`src/rtl/fxp_denorm_pkg.sv`:
```
// Shared constants for the iterative fixed-point denormalizer: the Q format,
// the per-cycle shift step, the shift-count ceiling and the FSM encoding.
package fxp_denorm_pkg;
    localparam int FXP_QM        = 10;
    localparam int FXP_QN        = 10;
    localparam int DENORM_STEP   = 4;
    localparam int DENORM_MAX_SH = 20;
    localparam int SHAMT_W       = 5;

    typedef enum logic [1:0] {
        ST_IDLE  = 2'd0,
        ST_SHIFT = 2'd1,
        ST_DONE  = 2'd2
    } denorm_state_e;
endpackage

```
`src/rtl/fxp_denorm_shift_step.sv`:
```
// Combinational shifter for one iteration: shifts by k in 0..STEP positions
// with zero fill and reports whether any set bit fell off the word.
module fxp_denorm_shift_step #(
    parameter int W    = 20,
    parameter int STEP = 4
) (
    input  logic [W-1:0]                 data_i,
    input  logic [$clog2(STEP+1)-1:0]    k_i,
    input  logic                         dir_i,
    output logic [W-1:0]                 data_o,
    output logic                         lost_o
);
    logic [W-1:0] lost_mask;

    always_comb begin
        // Mask selects the bits that leave the word: low bits on a right
        // shift, high bits on a left shift.
        lost_mask = dir_i ? ~({W{1'b1}} >> k_i) : ~({W{1'b1}} << k_i);
        data_o    = dir_i ? (data_i << k_i) : (data_i >> k_i);
        lost_o    = |(data_i & lost_mask);
    end
endmodule

```
`src/rtl/fxp_denorm.sv`:
```
// Multi-cycle fixed-point shifter: right shifts track a sticky inexact flag,
// left shifts saturate to all ones on overflow.
module fxp_denorm
    import fxp_denorm_pkg::*;
#(
    parameter int QM   = FXP_QM,
    parameter int QN   = FXP_QN,
    parameter int STEP = DENORM_STEP
) (
    input  logic                clk,
    input  logic                reset_n,
    input  logic                i_valid,
    output logic                o_ready,
    input  logic [QM+QN-1:0]    i_data,
    input  logic [SHAMT_W-1:0]  i_shamt,
    input  logic                i_dir,
    output logic                o_valid,
    input  logic                i_ready,
    output logic [QM+QN-1:0]    o_data,
    output logic                o_sat,
    output logic                o_inexact
);
    localparam int W  = QM + QN;
    localparam int KW = $clog2(STEP + 1);

    denorm_state_e      state_q;
    logic [W-1:0]       data_q;
    logic [SHAMT_W-1:0] rem_q;
    logic               dir_q;
    logic               sat_q;
    logic               inx_q;

    logic [SHAMT_W-1:0] shamt_clamped;
    logic [KW-1:0]      k;
    logic [W-1:0]       data_d;
    logic               lost;

    assign shamt_clamped = (i_shamt > SHAMT_W'(DENORM_MAX_SH)) ? SHAMT_W'(DENORM_MAX_SH)
                                                                : i_shamt;
    assign k = (rem_q > SHAMT_W'(STEP)) ? KW'(STEP) : KW'(rem_q);

    fxp_denorm_shift_step #(.W(W), .STEP(STEP)) u_step (
        .data_i (data_q),
        .k_i    (k),
        .dir_i  (dir_q),
        .data_o (data_d),
        .lost_o (lost)
    );

    always_ff @(posedge clk or negedge reset_n) begin
        if (!reset_n) begin
            state_q <= ST_IDLE;
            data_q  <= '0;
            rem_q   <= '0;
            dir_q   <= 1'b0;
            sat_q   <= 1'b0;
            inx_q   <= 1'b0;
        end else begin
            case (state_q)
                ST_IDLE: if (i_valid) begin
                    data_q  <= i_data;
                    dir_q   <= i_dir;
                    rem_q   <= shamt_clamped;
                    sat_q   <= 1'b0;
                    inx_q   <= 1'b0;
                    state_q <= (shamt_clamped != '0) ? ST_SHIFT : ST_DONE;
                end
                ST_SHIFT: begin
                    data_q <= data_d;
                    rem_q  <= rem_q - SHAMT_W'(k);
                    sat_q  <= sat_q | (dir_q & lost);
                    inx_q  <= inx_q | (~dir_q & lost);
                    if (rem_q == SHAMT_W'(k))
                        state_q <= ST_DONE;
                end
                ST_DONE: if (i_ready) state_q <= ST_IDLE;
                default: state_q <= ST_IDLE;
            endcase
        end
    end

    assign o_ready   = (state_q == ST_IDLE);
    assign o_valid   = (state_q == ST_DONE);
    // Saturation overrides whatever partial word the shifts left behind.
    assign o_data    = (o_valid && sat_q) ? {W{1'b1}} : data_q;
    assign o_sat     = sat_q;
    assign o_inexact = inx_q;
endmodule

```
`config.mk`:
```
export PLATFORM = sky130hd
export DESIGN_NAME = fxp_denorm
export DESIGN_NICKNAME = d
export VERILOG_FILES = /design/src/rtl/fxp_denorm_pkg.sv /design/src/rtl/fxp_denorm_shift_step.sv /design/src/rtl/fxp_denorm.sv
export SDC_FILE = /design/constraint.sdc
export NUM_CORES = 1
export LEC_CHECK = 0
export CAP_MARGIN = 5
export CORE_ASPECT_RATIO = 1.25
export CORE_UTILIZATION = 44
export DETAILED_ROUTE_END_ITERATION = 16
export PLACE_DENSITY = 0.72
export SLEW_MARGIN = 20
export SYNTH_ARGS = -nofsm -noshare
export SYNTH_HDL_FRONTEND = slang
export SYNTH_SLANG_ARGS = --single-unit
```
`constraint.sdc`:
```
create_clock -name clk -period 2.35 [get_ports clk]
set_input_delay 0.235 -clock clk [delete_from_list [all_inputs] [get_ports clk]]
set_output_delay 0.235 -clock clk [all_outputs]
set_load 0.01 [all_outputs]
```
==> impl_metrics.ini, run 1 <==
[power_and_ir_drop]
power_density_nw_per_um2 = 1400
power.total_mw = 5.58
vdd_drop_max_uv = 967
p_leak_nw = 1.54

[route]
routedWlPerCell_um = 20.6
vias = 3937
dr.pass1.iters = 7
drc = 0
first_iter_violations = 767
avgViaCountPerCell = 6.73
routed_wl_mm = 12.1
postRouteAntennaNets = 0

[final_layout]
n_fill_cell = 679
fin_nets = 526
n_antenna_cell = 0
layout.area.seq_um2 = 752
syn_to_final_growth_pct = 25.0
multi_input_area_um2 = 2180
drive_above_1_share_pct = 10.9

[setup_path]
end_kind = register
worstPathMaxFanout = 28
critPathKind = reg2reg
arrival_ns = 2.51
crit_family = simple AND/OR/NAND/NOR gates
start_kind = register
worstPathRequired_ns = 2.58
worst_path_max_delay_cell = or3_1
slowest_delay_ns = 0.43
crit_buf_inv = 2
crit_chain = buf_4 -> or3_1 -> buf_12 -> nor3_2 -> o221ai_1 -> o22ai_1 -> o32a_1

[yosys]
ys_ff_latch = 30
ys_seq_area_share_pct = 23.5
ys.flop_type = dfrtp_1
syn_area_um2 = 3190
yosys_warnings = 0
synthArstFlopShare_pct = 100
synth_edf_count = 0
synth_fp_nets = 484
yosys.cell_types.count = 63
syn-mean-instance-area_um2 = 7.04
syn_inst = 453

[place]
place_congestion = 1.00
hpwl_mm = 8.17
io_buffers = 53

[global_route]
grt_max_degree = 31
track_usage_pct = 32.1
grt.overflow.total = 0
grt_pass1_vias = 3717
antenna_found_initial = 0
grt_pass1_wl_mm = 19.1

[sta]
timing.fmax_mhz = 438
final-hold-violation-count = 0
skew_ns = 0.00459
rsz0062_at_grt = no
final.setup.tns_ns = 0
slew_headroom_pct = 52.6
min_period_ns = 2.28
finalSetupViolations = 0
final_max_slew_viol_count = 0
fin_crit_sh_pct = 97.0
worstMarginPinSlew_ns = 0.706

[die]
die_h_um = 97.2
core_um2 = 6980
start_util_pct = 45.7
die_area_um2 = 7600
die_x_um = 78.2
row_count = 34
num_io_pins = 54

[clocking]
cts_root_buf = clkbuf_8
numCtsBuffers = 5
cts-resized-gates = 0
postCtsSetupRepairBufs = 0
path_clk_slew_ns = 0.06
clk_path_buf_depth = 2
clk_latency_ns = 0.30
cts_tree = built
htreeDepth = 2
cts_sinks = 30
cts_hold_buffers = 0

[status]
status = completed

[flow_run]
maxCapViolCount = 0

[min_path]
min_path_type = in2async
==> placed cells by master (no fill, tap or decap), types with 3 or more instances in the layout <==
cell and instances:
mux2i_1 12, a211oi_1 9, nand2b_1 31, a21o_1 3
o32a_1 7, a32oi_1 3, a21oi_1 46, o22ai_1 8
and3_1 4, nand3_1 19, a221oi_1 10, o211ai_1 6
nor3_1 14, o21a_1 3, o21ai_0 19, inv_1 10
dfrtp_1 29, buf_4 35, clkdlybuf4s50_1 53, nor2_1 31
clkbuf_8 5, a31oi_1 14, nand2_1 60, a311oi_1 5
==> synthesized netlist by cell type, types with 2 or more instances <==
cell type  instances  share of area, %
a31oi_1           14               2.7
nor2b_1            2              0.39
mux2_2             2              0.71
dfrtp_1           30                24
o32a_1             7               2.2
o211ai_1           6               1.4
or4_1              2              0.47
a221o_1            2              0.63
nor3_1            15               2.4
a21boi_0           2              0.47
buf_2              9               1.4
nand2b_1          31               6.1
o31ai_1            2              0.47
a2bb2oi_1          2              0.55
a32oi_1            3              0.82
clkbuf_1          38               4.5
or4b_1             2              0.63
a211o_1            2              0.55
nand4_1            2              0.39
a221oi_1          10               2.7
o21a_1             3              0.71
o221ai_1           2              0.55
a21oi_1           46               7.2
a211oi_1           9               2.1
a22oi_1            2              0.47
a311oi_1           5               1.4
o22ai_1            8               1.6
nor4_1             2              0.39
buf_1              5              0.59
a32o_1             2              0.63
and3_1             4              0.78
o21ai_0           19               3.0
nor3b_1            2              0.47
a21o_1             3              0.71
mux2i_1           12               3.8
inv_1             10               1.2
or3_1              2              0.39
nand3_1           19               3.0
nand2_1           60               7.1
nor2_1            31               3.6
and2_1             2              0.39
==> metrics by stage <==
stage               cells  utilization, %  hold slack (ns)  instance area [µm²]  worst slack, ns
floorplan             453               -          -0.0606                 3190           0.0882
global placement      578            56.0            0.484                 3910            0.210
detailed placement    578            56.0            0.494                 3910            0.170
CTS                   585            57.1            0.364                 3980           0.0624
global route          585            57.2            0.396                 3990           0.0179
finish                585            57.2            0.349                 3990           0.0694
==> sequential cells by signal (all words and copies together), names as in the netlist <==
name       cells
o_inexact      1
o_sat          1
state_q        2
dir_q          1
data_q        20
rem_q          5
==> final cells by class <==
cell class                 count  share of cell area, %
tap                           90                   2.82
clock buffer                   7                   1.91
sequential                    30                   18.9
inverter                      10                  0.941
timing repair buffer          90                   20.9
multi-input combinational    358                   54.6
==> path summary, 6_finish.rpt <==
path	from	to	slack [ns]	depth (start not counted)
setup / recovery	rem_q[4]$_DFFE_PN0P_	data_q[12]$_DFFE_PN0P_	0.07	7
hold / removal	reset_n	data_q[8]$_DFFE_PN0P_	0.35	2
setup reg to reg	rem_q[4]$_DFFE_PN0P_	data_q[12]$_DFFE_PN0P_	0.07	7
hold reg to reg	o_inexact$_DFFE_PN0P_	o_inexact$_DFFE_PN0P_	0.50	1
max in group asynchronous	reset_n	state_q[1]$_DFFE_PN0P_	1.66	2
min in group clk	o_inexact$_DFFE_PN0P_	o_inexact$_DFFE_PN0P_	0.50	1
==> worst reg2reg max path: stages, from the launching register on <==
cell and delay, ns:
dfrtp_1 0.38, buf_4 0.17, or3_1 0.43, buf_12 0.20, nor3_2 0.41, o221ai_1 0.27
o22ai_1 0.20, o32a_1 0.17
==> layer usage <==
| metal | GRT usage (%) | wire length, µm | up-vias |
|---|---|---|---|
| met5 | 0 | 0 | - |
| met4 | 18.1 | 590 | 0 |
| met3 | 5.16 | 1300 | 64 |
| li1 | - | - | 1751 |
| met2 | 49.1 | 5580 | 306 |
| met1 | 42.7 | 4610 | 1816 |
==> report_power, final <==
part | internal (mW) | leakage (nW) | total [mW] | switching [mW]
combinational | 1.72 | 1.15 | 3.76 | 2.04
sequential | 0.779 | 0.356 | 1.40 | 0.619
clock | 0.204 | 0.0383 | 0.418 | 0.214
total | 2.70 | 1.54 | 5.58 | 2.87
==> logic make-up (layout without fill, tap and decap cells) <==
kind of cell,after synthesis,in the layout,share of synthesized area [%]
and+or+nand+nor,184,184,29.1
other,1,1,0.118
adders and majority gates,1,1,0.392
AOI/OAI and AO/OA,157,157,33.2
buffers and inverters,65,107,8.40
muxes,15,15,5.18
DFF,30,30,23.5
(Power assumes the default switching activity.)
==> inputs of run 2 (changes only) <==
--- a/config.mk
+++ b/config.mk
@@ -5,11 +5,14 @@
 export SDC_FILE = /design/constraint.sdc
 export NUM_CORES = 1
 export LEC_CHECK = 0
+export ABC_AREA = 1
 export CAP_MARGIN = 5
 export CORE_ASPECT_RATIO = 1.25
 export CORE_UTILIZATION = 44
+export CTS_CLUSTER_SIZE = 30
 export DETAILED_ROUTE_END_ITERATION = 16
-export PLACE_DENSITY = 0.72
+export PLACE_DENSITY = 0.73
+export SKIP_LAST_GASP = 1
 export SLEW_MARGIN = 20
 export SYNTH_ARGS = -nofsm -noshare
 export SYNTH_HDL_FRONTEND = slang
==> run 2 against run 1 <==
Net effect:
- clock skew grew 0.0030 ns
- area after synthesis decreased by 7.0%
- global-route usage down 0.74 points
- non-clock buffer count down 23
- first-iteration DRC count is 30% lower
- critical path type is now reg2out
- critical endpoint is now o_data[4]
==> impl_metrics.ini, run 2 <==
[status]
status = completed

[sta]
final.setup.tns_ns = 0
slew_headroom_pct = 65.6
timing.fmax_mhz = 463
min_period_ns = 2.16
rsz0062_at_grt = no
fin_crit_sh_pct = 92.0
final_max_slew_viol_count = 0
worstMarginPinSlew_ns = 0.516
finalSetupViolations = 0
skew_ns = 0.00754
final-hold-violation-count = 0

[yosys]
yosys-top-cells-count = nand3_1, nand2_1, nor2_1
syn_inst = 508
synth_fp_nets = 539
yosys.cell_types.count = 27
synthArstFlopShare_pct = 100
syn-mean-instance-area_um2 = 5.84
ys.flop_type = dfrtp_1
ys_seq_area_share_pct = 25.3
synth_edf_count = 0
synth_area_leaders = dfrtp_1, nand3_1, nand2_1, nor2_1, a21oi_1
yosys_warnings = 0
synth_top_area_cell = dfrtp_1
synth_top_cell_area_share_pct = 25.3
ys_ff_latch = 30
synthMostInstantiatedCell = nand3_1
syn_area_um2 = 2970

[clocking]
numCtsBuffers = 5
clk_latency_ns = 0.30
cts_sinks = 30
htreeDepth = 2
cts_hold_buffers = 0
path_clk_slew_ns = 0.08
postCtsSetupRepairBufs = 0
cts-resized-gates = 0
clk_path_buf_depth = 2
cts_tree = built
cts_root_buf = clkbuf_8

[die]
row_count = 33
num_io_pins = 54
die_x_um = 75.4
core_um2 = 6520
die_h_um = 93.8
die_area_um2 = 7070
start_util_pct = 45.5

[final_layout]
fin_nets = 587
drive_above_1_share_pct = 6.82
top_regs = data_q (20), rem_q (5), state_q (2)
syn_to_final_growth_pct = 24.8
largest_register_ffs = 20
design_area_um2 = 3700
final_common_cell = nand3_1
n_antenna_cell = 0
final_cell_mix = nand3_1, nand2_1, nor2_1
regMostFlops = data_q

[setup_path]
rr_endpoint = data_q[6]$_DFFE_PN0P_
start_kind = register
critPathKind = reg2out
worstPathMaxFanout = 20
r2r_start = rem_q[2]$_DFFE_PN0P_
rrSetupSlack_ns = 0.44
arrival_ns = 1.93
worstPathRequired_ns = 2.12
r2r_cells = 10
end_kind = output port

[global_route]
grt.overflow.total = 0
grt_pass1_wl_mm = 16.8
grt_pass1_vias = 3476
grt_max_degree = 31
track_usage_pct = 31.4
antenna_found_initial = 0

[route]
vias = 3745
routed_wl_mm = 10.4
routedWlPerCell_um = 16.1
dr.pass1.iters = 5
drc = 0
first_iter_violations = 535
avgViaCountPerCell = 5.82
postRouteAntennaNets = 0

[place]
place_congestion = 0.983
place_area_um2 = 3590
io_buffers = 53
hpwl_mm = 7.47

[flow_run]
maxCapViolCount = 0

[power_and_ir_drop]
vdd_drop_max_uv = 1010
power.total_mw = 5.30
p_leak_nw = 1.78
power_density_nw_per_um2 = 1430

[min_path]
min_path_type = in2async
run 2: layout make-up:
| cell class | count | area [µm²] |
|---|---|---|
| clock inverters | 3 | 40.0 |
| flip-flops and latches | 30 | 751 |
| multi-input cells | 412 | 1930 |
| fillers | 694 | 2820 |
| repair buffers | 67 | 648 |
| clock buffers | 5 | 68.8 |
| well taps | 87 | 109 |
| inverters | 40 | 150 |
run 2: cell families after synthesis:
kind of cell	share of synthesized area, %
flops	25.3
fa+ha+maj	0.422
buf+inv	9.45
compound gates	9.58
simple gates	55.1
other cells	0.126
run 2: layer usage:
layer	vias to the layer above	wire (µm)	global-route usage, %
met3	35	766	4.40
li1	1809	-	-
met2	198	5070	52.2
met5	-	0	0
met1	1703	4210	39.2
met4	0	346	15.0
run 2: how the worst max path moves through the flow:
stage,from,end,slack [ns],cells after the start
3_3_place_gp,state_q[1]$_DFFE_PN0P_,o_data[19],0.50,6
4_1_cts,state_q[1]$_DFFE_PN0P_,o_data[6],0.16,6
3_5_place_dp,state_q[1]$_DFFE_PN0P_,o_data[6],0.49,6
6_report,state_q[1]$_DFFE_PN0P_,o_data[4],0.19,6
5_1_grt,state_q[1]$_DFFE_PN0P_,o_data[10],0.06,6
2_1_floorplan,state_q[1]$_DFFE_PN0P_,data_q[15]$_DFFE_PN0P_,0.72,9
run 2: critical path, stage by stage, from the launching register on:
cell,delay [ns]
dfrtp_1,0.47
inv_1,0.11
nor2_1,0.14
nand2_1,0.06
buf_4,0.22
nand2_1,0.09
clkdlybuf4s50_1,0.54
run 2: power by group:
part           internal (mW)  total, mW  switching (mW)
Clock                  0.312      0.548           0.235
Combinational           1.37       3.60            2.23
Sequential             0.793       1.16           0.363
Total                   2.48       5.30            2.83
run 2: stage by stage:
stage	cells	utilization, %	setup slack (ns)	hold slack [ns]
2_1_floorplan	508	-	0.723	-0.0606
3_3_place_gp	636	55.1	0.498	0.518
3_5_place_dp	636	55.1	0.490	0.511
4_1_cts	644	56.7	0.159	0.369
5_1_grt	644	56.7	0.0571	0.397
6_report	644	56.7	0.189	0.340
==> inputs of run 3 (changes only) <==
--- a/config.mk
+++ b/config.mk
@@ -12,6 +12,7 @@
 export CTS_CLUSTER_SIZE = 30
 export DETAILED_ROUTE_END_ITERATION = 16
 export PLACE_DENSITY = 0.73
+export REMOVE_ABC_BUFFERS = 1
 export SKIP_LAST_GASP = 1
 export SLEW_MARGIN = 20
 export SYNTH_ARGS = -nofsm -noshare
==> constraint.sdc (replaced) <==
create_clock -name clk -period 2.35 [get_ports clk]
set_input_delay 0.235 -clock clk [delete_from_list [all_inputs] [get_ports clk]]
set_output_delay 0.235 -clock clk [all_outputs]
set_load 0.05 [all_outputs]
==> run 3 against run 2 <==
Net effect:
- cell area increased by 3.6%
- via count increased by 0.77%
- combinational power increased by 35%
- global-route usage increased by 0.40 points
- critical path depth decreased by 1
- setup slack improved by 0.032 ns
- sequential power about the same
- count of clock-buffer cells in the layout increased by 2
- register-to-register slack got worse by 0.08 ns
- hold slack got worse by 0.0010 ns
- maximum frequency increased by 1.5%
- critical path type unchanged
==> impl_metrics.ini, run 3 (synthesis results as in run 2) <==
[route]
dr.pass1.iters = 5
routed_wl_mm = 10.4
routedWlPerCell_um = 16.3
first_iter_violations = 508
vias = 3774
postRouteAntennaNets = 0
avgViaCountPerCell = 5.91
drc = 0

[setup_path]
start_kind = register
end_kind = output port
worst_path_max_delay_cell = dfrtp_1
critPathKind = reg2out
arrival_ns = 1.89
slowest_delay_ns = 0.46
crit_chain = inv_1 -> nor2_1 -> nand2_1 -> nand2_1 -> buf_12
cpMostUsedCell = nand2_1
worstPathRequired_ns = 2.12
worstPathMaxFanout = 20

[clocking]
cts_root_buf = clkbuf_8
clk_latency_ns = 0.29
path_clk_slew_ns = 0.08
htreeDepth = 2
clk_path_buf_depth = 2
cts_sinks = 30
cts_tree = built
postCtsSetupRepairBufs = 0
cts_hold_buffers = 0
numCtsBuffers = 5
cts-resized-gates = 0

[final_layout]
fin_nets = 582
syn_to_final_growth_pct = 29.3
final_cells = 639
n_antenna_cell = 0
drive_above_1_share_pct = 9.42
largest_register_ffs = 20
top_regs = data_q (20), rem_q (5), state_q (2)
final_cell_mix = nand3_1, nand2_1, nor2_1
final_common_cell = nand3_1
regMostFlops = data_q
design_area_um2 = 3830

[global_route]
track_usage_pct = 31.8
grt.overflow.total = 0
grt_pass1_wl_mm = 17.1
grt_pass1_vias = 3563
antenna_found_initial = 0
grt_max_degree = 37

[sta]
final-hold-violation-count = 0
min_period_ns = 2.13
rsz0062_at_grt = no
skew_ns = 0.0104
timing.fmax_mhz = 470
whs_ns = 0.339
finalSetupViolations = 0
slew_headroom_pct = 54.4
final_max_slew_viol_count = 0
fin_crit_sh_pct = 90.6
worstMarginPinSlew_ns = 0.682
setup_slack_ns = 0.221

[die]
num_io_pins = 54
die_h_um = 93.8
core_um2 = 6520
die_area_um2 = 7070
die_x_um = 75.4
start_util_pct = 45.5
row_count = 33

[place]
place_inst = 631
io_buffers = 53
place_ws_ns = 0.359
hpwl_mm = 7.49
place_area_um2 = 3740
place_congestion = 0.928

[min_path]
min_path_type = in2async

[power_and_ir_drop]
power.total_mw = 6.46
p_leak_nw = 1.86
power_density_nw_per_um2 = 1690
vdd_drop_max_uv = 1220

[flow_run]
maxCapViolCount = 0

[status]
status = completed
==> run 3: changes by cell type in the layout (fill, tap and decap cells not counted) <==
cell / change
buf_4: -4
clkdlybuf4s50_1: -20
bufinv_16: -1
clkinv_2: -1
buf_12: +19
clkbuf_8: +1
clkbuf_1: +1
==> run 3: layout make-up <==
type                            count  area [µm²]
Clock buffer                        7        86.3
Clock inverter                      1        5.00
Fill cell                         697        2690
Sequential cell                    30         751
Inverter                           40         150
Timing Repair Buffer               62         798
Tap cell                           87         109
Multi-Input combinational cell    412        1930
==> run 3: worst max-delay path: cells and delay by family, from the launching register on <==
family	cells	cell delay (ns)
buffers and inverters	2	0.27
flip-flops	1	0.46
AND/OR/NAND/NOR	3	0.86
==> run 3: per-stage QoR <==
step                TNS, ns  util, %
floorplan             -4.37        -
global placement          0     57.4
detailed placement        0     57.4
CTS                       0     58.8
global route              0     58.8
finish                    0     58.8
==> run 3: power breakdown <==
part	switching [mW]	internal (mW)	total, mW
clock network	0.221	0.237	0.457
registers	0.365	0.793	1.16
logic	3.10	1.74	4.85
==> run 3: worst paths after layout <==
check                                       start                endpoint  slack (ns)  cells past startpoint
max                        state_q[1]$_DFFE_PN0P_              o_data[16]        0.22                      5
min                                       reset_n  data_q[11]$_DFFE_PN0P_        0.34                      2
max reg2reg                state_q[0]$_DFFE_PN0P_   data_q[0]$_DFFE_PN0P_        0.36                     10
min reg2reg                 o_inexact$_DFFE_PN0P_   o_inexact$_DFFE_PN0P_        0.52                      2
max in group asynchronous                 reset_n   data_q[4]$_DFFE_PN0P_        1.66                      2
min in group clk            o_inexact$_DFFE_PN0P_   o_inexact$_DFFE_PN0P_        0.52                      2
==> run 3: layer usage <==
metal  wire length (µm)  track usage [%]  part of all wire (%)  up-vias
li1                   -                -                     -     1799
met1               4250             39.5                    41     1741
met2               5090             52.2                    49      194
met3                712             5.69                   6.8       40
met4                383             15.1                   3.7        0
met5                  0                0                     0        -
